### src/rtl/alu.sv
// alu: registered 32-bit execute-stage ALU (arith/logic, shifts, address generation)
// Ports: clock, reset (async active-low); aluin1/aluin2 operands; operation sub-op;
// opselect class; shift_number amount; enable_arith/enable_shift class qualifiers;
// aluout/carryout registered result and carry/borrow.
module alu #(
  parameter int WIDTH = 32
) (
  input  logic             clock,
  input  logic             reset,
  input  logic [WIDTH-1:0] aluin1,
  input  logic [WIDTH-1:0] aluin2,
  input  logic [2:0]       operation,
  input  logic [2:0]       opselect,
  input  logic [4:0]       shift_number,
  input  logic             enable_arith,
  input  logic             enable_shift,
  output logic [WIDTH-1:0] aluout,
  output logic             carryout
);
  logic [WIDTH-1:0] aluout_d, aluout_q;
  logic             carry_d, carry_q;
  logic [WIDTH:0]   sum, diff;
  logic [16:0]      hsum;
  logic             do_arith, do_mem, do_shift;
  assign sum      = {1'b0, aluin1} + {1'b0, aluin2};
  // top bit of the zero-extended difference is the unsigned borrow
  assign diff     = {1'b0, aluin1} - {1'b0, aluin2};
  assign hsum     = {1'b0, aluin1[15:0]} + {1'b0, aluin2[15:0]};
  assign do_arith = enable_arith && opselect == 3'b001;
  assign do_mem   = enable_arith && (opselect == 3'b100 || opselect == 3'b101);
  assign do_shift = enable_shift && opselect == 3'b000 && !operation[2];
  always_comb begin
    aluout_d = aluout_q;
    carry_d  = carry_q;
    if (do_arith) begin
      carry_d = 1'b0;
      case (operation)
        3'b000: {carry_d, aluout_d} = sum;
        3'b001: {carry_d, aluout_d} = {hsum[16], {(WIDTH-16){hsum[15]}}, hsum[15:0]};
        3'b010: {carry_d, aluout_d} = diff;
        3'b011: aluout_d = ~aluin2;
        3'b100: aluout_d = aluin1 & aluin2;
        3'b101: aluout_d = aluin1 | aluin2;
        3'b110: aluout_d = aluin1 ^ aluin2;
        default: aluout_d = {aluin2[15:0], {(WIDTH-16){1'b0}}};
      endcase
    end else if (do_mem) begin
      aluout_d = sum[WIDTH-1:0];
      carry_d  = 1'b0;
    end else if (do_shift) begin
      carry_d  = 1'b0;
      aluout_d = !operation[1] ? aluin1 << shift_number
               : !operation[0] ? aluin1 >> shift_number
               : WIDTH'($signed(aluin1) >>> shift_number);
    end
  end
  always_ff @(posedge clock or negedge reset)
    if (!reset) begin
      aluout_q <= '0;
      carry_q  <= 1'b0;
    end else begin
      aluout_q <= aluout_d;
      carry_q  <= carry_d;
    end
  assign aluout   = aluout_q;
  assign carryout = carry_q;
endmodule

### config.mk
export PLATFORM = sky130hd
export DESIGN_NAME = alu
export DESIGN_NICKNAME = d
export VERILOG_FILES = /design/src/rtl/alu.sv
export SDC_FILE = /design/constraint.sdc
export NUM_CORES = 1
export LEC_CHECK = 0
export ABC_AREA = 0
export CAP_MARGIN = 20
export CORE_MARGIN = 2
export CORE_UTILIZATION = 25
export CTS_CLUSTER_DIAMETER = 30
export DETAILED_ROUTE_END_ITERATION = 16
export DONT_BUFFER_PORTS = 1
export PLACE_DENSITY_LB_ADDON = 0.12
export SLEW_MARGIN = 25
export SYNTH_ARGS = -nofsm -noshare
export SYNTH_HDL_FRONTEND = slang
export SYNTH_SLANG_ARGS = --single-unit
### constraint.sdc
create_clock -name clock -period 1 [get_ports clock]
set_clock_uncertainty 0.15 [all_clocks]
set_input_delay 0.25 -clock clock [delete_from_list [all_inputs] [get_ports clock]]
set_output_delay 0.25 -clock clock [all_outputs]
set_load 0.05 [all_outputs]
Word-level counts from Yosys, hierarchy flattened
Index checks and enable logic that the tools add are counted.
{"block": "word_totals", "out_inout_bits": 33, "n_memories": 0, "latchBits": 0, "mem_bits_ro": 0, "ramBits": 0, "ff_bits": 33, "wordCells": 40}
{"block": "op_classes", "n_bitwise": 4, "n_addsub": 3, "n_eq_ne": 9, "n_mul": 0, "n_reduce_logical": 9, "shift": 3, "n_lt_le_gt_ge": 0, "div_mod_pow": 0, "muxes": 10}
{"operator": "$pmux W32 S7", "n": 1}
{"operator": "$mux W32", "n": 5}
{"operator": "$add A32 B32 Y33", "n": 1}
{"operator": "$sub A32 B32 Y33", "n": 1}
{"operator": "$and A32 B32 Y32", "n": 1}
{"operator": "$not A32 Y32", "n": 1}
{"operator": "$or A32 B32 Y32", "n": 1}
{"operator": "$shl A32 B5 Y32", "n": 1}
{"operator": "$shr A32 B5 Y32", "n": 1}
{"operator": "$sshr A32 B5 Y32", "n": 1}
{"operator": "$xor A32 B32 Y32", "n": 1}
{"operator": "$add A16 B16 Y17", "n": 1}
{"operator": "$eq A3 B3 Y1 const B", "n": 5}
{"operator": "$eq A3 B1 Y1 const B", "n": 2}
{"operator": "$eq A3 B2 Y1 const B", "n": 2}
{"operator": "$logic_not A3 Y1", "n": 2}
{"operator": "$logic_and A1 B1 Y1", "n": 4}
{"operator": "$mux W1", "n": 3}
{"operator": "$pmux W1 S3", "n": 1}
{"operator": "$reduce_bool A3 Y1", "n": 1}
{"operator": "$logic_not A1 Y1", "n": 1}
{"operator": "$logic_or A1 B1 Y1", "n": 1}

Depth between registers and ports, before layout
{"block": "depth", "depth_word": 6, "ltp_mapped": 14}

Worst setup path before layout
Ideal clock, no wire load.
{"block": "synth_timing", "path_type": "in2reg", "start": "input aluin1[0]", "end": "register aluout_q[20] (netlist: aluout[20])", "arrival_time_ns": 2.865, "stages": 12, "path_slack_ns": -2.157, "required_time_ns": 0.708, "path_buffers": 0, "setup_ns": 0.142, "cell_sequence": "ha_1 fa_1 a21o_1 a31oi_4 o211ai_1 a41o_1 a221o_1 a221o_1 a21oi_2 xnor2_1 o21ai_0 o221ai_1"}
{"block": "synth_between", "elab_chain_cells": 6, "elab_cells_between_ends": 12, "classes_between": "3 x add/sub; 3 x shift; 6 x mux"}
{"element": "start, declared", "line": "10", "rtl": "input logic [WIDTH-1:0] aluin1,"}
{"element": "parallel branches: the longest is 5 deep, another holds $sub A32 B32 Y33"}
{"element": "$mux W32 *", "line": "35", "rtl": "if (do_arith) begin"}
{"element": "end signal, assigned", "line": "62", "rtl": "aluout_q <= aluout_d;"}
{"element": "end, declared", "line": "20", "rtl": "logic [WIDTH-1:0] aluout_d, aluout_q;"}
Every way passes the cells marked *. The select of a mux whose other input is x is not followed.
A chain may end at the register's enable or synchronous reset.

Final worst setup path
{"block": "layout_timing", "start": "input aluin1[0]", "end": "register aluout_q[18] (netlist: aluout[18])"}
The elaborated chain is that of the path after synthesis.

==> flow_metrics.env <==
export IMPL_drtIter0Drc=1478
export IMPL_top_layer="met5"
export IMPL_syn_cell_area_um2=11060
export IMPL_clkLatencyLatePin_ns=0.28
export IMPL_muxShareOfSynthArea=0.1329
export IMPL_routed_wl_met2_um=31180
export IMPL_crit_arrival_ns=3.18
export IMPL_multi_input_area_um2=10730
export IMPL_status="finished, violations left"
export IMPL_final_common_cell="buf_4"
export IMPL_vias=15000
export IMPL_rr_endpoint="aluout[30]"
export IMPL_synth_top_family_by_area="compound AO/OA/AOI/OAI gates"
export IMPL_gp_congestion=0.9764
export IMPL_ff_latch_area_um2=863.3
export IMPL_cp_max_fo=8
export IMPL_p_per_area_nw_per_um2=928.1
export IMPL_path_clk_slew_ns=0.06
export IMPL_fp_dieW_um=214.4
export IMPL_clkPwrFrac=0.093
export IMPL_hold_slack_ns=-0.4908
export IMPL_wl_met3_um=4281
export IMPL_cp_startpoint="aluin1[0]"
export IMPL_htree_levels=2
export IMPL_r2r_start="aluout[30]"
export IMPL_fmax_ghz=0.3143
export IMPL_cts_buffer_depth=2
export IMPL_grt_usage=0.2912
export IMPL_hold_viol=34
export IMPL_grt_overflow=0
export IMPL_synth_adder_area_share=0.1122
export IMPL_cpPeakStageDelay_ns=0.45
export IMPL_synthCells=1645
export IMPL_synth_ff_type="dfrtp_1"
export IMPL_crit_slowest_cell="or3b_4"
export IMPL_cts_buffers=5
export IMPL_finalSetupViolations=66
export IMPL_relSlewSlack=0.3675
export IMPL_grt_pass1_wl_um=100600
export IMPL_min_period_over_period=3.182
export IMPL_yosysWarnings=0
export IMPL_synth_nets=1822
export IMPL_grt_pass1_vias=14910
export IMPL_rsz0062_at_grt="yes"
export IMPL_syn_area_per_cell_um2=6.726
export IMPL_dieHeight_um=214.4
export IMPL_design_core_area_um2=43930
export IMPL_required_ns=1.00
export IMPL_power_internal_mw=8.790
export IMPL_comb_power_share=0.779
export IMPL_syn_to_final_growth_pct=62.12
export IMPL_synthSimpleGateAreaFrac=0.1834
export IMPL_via_per_inst=5.554
export IMPL_p_seq_frac=0.128
export IMPL_ys_types=77
export IMPL_violations="hold timing, setup timing"
export IMPL_leakagePower_nw=7.782
export IMPL_fp_row_count=77
export IMPL_crit_path_start_kind="primary input"
export IMPL_min_period_ns=3.182
export IMPL_final_nets=2284
export IMPL_maxCapViolCount=0
export IMPL_wirelength_um=69440
export IMPL_met1_length_um=30200
export IMPL_ff2ff_path_depth=4
export IMPL_peakVddDrop_uv=741.6
export IMPL_hold_class="in2async"
export IMPL_setup_ws_ns=-2.182
export IMPL_cts_sinks=33
export IMPL_final_core_util=0.4083
export IMPL_floorplan_initialDensity=0.2519
export IMPL_cp_endpoint="aluout[18]"
export IMPL_yosysSeqAreaShare=0.07464
export IMPL_cts_tree="done"
export IMPL_dieArea_um2=45960
export IMPL_synth_compound_gate_area_share=0.3762
export IMPL_drc=0
export IMPL_dpl_hpwl_um=55600
export IMPL_fillers=4673
export IMPL_n_antenna_cell=0
export IMPL_worst_slew_pin_slew_ns=0.9453
export IMPL_crit_path_cell_trace="ha_4 -> fa_2 -> a21o_4 -> a31oi_4 -> nor3_4 -> or3b_4 -> buf_6 -> xnor2_4 -> a221oi_2 -> o22ai_2 -> a211oi_2 -> buf_4 -> o211ai_1"
export IMPL_synth_edff_count=0
export IMPL_wl_per_cell_um=25.72
export IMPL_r2r_slack_ns=-0.31
export IMPL_p_sw_mw=7.858
export IMPL_grt_start_max_net_pins=100
export IMPL_root_buffer="clkbuf_16"
export IMPL_pin_count=112
export IMPL_ant_nets=0
export IMPL_async_flop_share=1.000
export IMPL_swShare=0.4720
export IMPL_drive_gt1_frac=0.4198
export IMPL_final_cell_mix="501 x buf_4, 183 x nor2_1, 154 x nand2_1"
export IMPL_synth_xor_area_frac=0.03562
export IMPL_first_pass_iters=7
export IMPL_antenna_found_initial=1
export IMPL_drv_slew=0
export IMPL_io_buffers=0
export IMPL_critPathKind="in2reg"
export IMPL_end_kind="flop"
export IMPL_ys_seq_elements=33
[layer usage]
metal | track usage | vias up
met5 | 0 | -
met4 | 0.1350 | 2
met3 | 0.04227 | 134
met2 | 0.4690 | 625
met1 | 0.3838 | 7244
li1 | - | 6990
[per-stage QoR]
stage                     power, mW  cells  worst slack, ns  TNS [ns]  instance area (um2)
after floorplan               7.955   1645           -1.954    -50.73                11610
after global placement        13.41   2659           -2.649    -69.23                16140
after detailed placement      13.38   2659           -2.598    -69.67                16140
after CTS                     16.09   2687           -2.064    -63.86                17460
final                         16.65   2700           -2.182    -65.72                17940
after global routing          17.46   2700           -2.240    -68.56                17940
[critical path, delay by kind of cell]
kind | cells | cell delay, ns
and+or+nand+nor | 2 | 0.54
xor gates and xnor gates | 1 | 0.16
adders and majority gates | 2 | 0.53
AOI/OAI and AO/OA | 6 | 1.33
buffers and inverters | 2 | 0.35
[cells by family after synthesis]
logic type      after synthesis
fa+ha+maj                    98
flops                        33
mux                         112
simple gates                472
xor+xnor                     45
compound gates              647
buf+inv                     238
[Yosys cell counts, drive strengths merged, types with 24 or more instances]
master,instances,share of area
a221oi,25,0.020
mux4,26,0.053
a31oi,25,0.015
xnor2,44,0.035
nor3,31,0.014
mux2i,67,0.061
inv,101,0.034
nor2,194,0.066
o22ai,24,0.014
o211ai,30,0.020
a211oi,34,0.024
o21ai,180,0.081
ha,96,0.11
clkbuf,95,0.032
dfrtp,33,0.075
buf,39,0.018
nand2,161,0.055
a21oi,165,0.075
[cell type report]
type | instances | share of cell area
Sequential cell | 33 | 0.04813
Clock inverter | 2 | 0.0005580
Inverter | 104 | 0.02455
Timing Repair Buffer | 589 | 0.2803
Tap cell | 592 | 0.04129
Clock buffer | 6 | 0.007185
Multi-Input combinational cell | 1374 | 0.5979
[registers in the layout (all words and copies together) (netlist names)]
| name | flops |
|---|---|
| aluout | 32 |
| carryout | 1 |
[how the worst min path moves through the flow]
stage / cells past startpoint / start / end
after floorplan: 0 / reset / aluout[0]
after global placement: 0 / reset / aluout[13]
after detailed placement: 0 / reset / aluout[0]
after CTS: 0 / reset / aluout[31]
after global routing: 0 / reset / aluout[2]
final: 0 / reset / aluout[2]
[what timing repair did]
item,CTS,global route
hold endpoints to repair,34,34
pin swaps,79,60
setup endpoints to repair,66,66
resized for setup,232,75
setup buffers,28,18
[power by group through the flow]
| stage | Clock (mW) | Sequential (mW) | Combinational, mW |
|---|---|---|---|
| floorplan | 0 | 2.93 | 5.03 |
| global placement | 0 | 2.12 | 11.3 |
| detailed placement | 0 | 2.13 | 11.3 |
| CTS | 1.58 | 2.13 | 12.4 |
| global route | 1.63 | 2.15 | 13.7 |
| finish | 1.55 | 2.14 | 13.0 |
No activity file was read; power rests on OpenSTA's default activity.
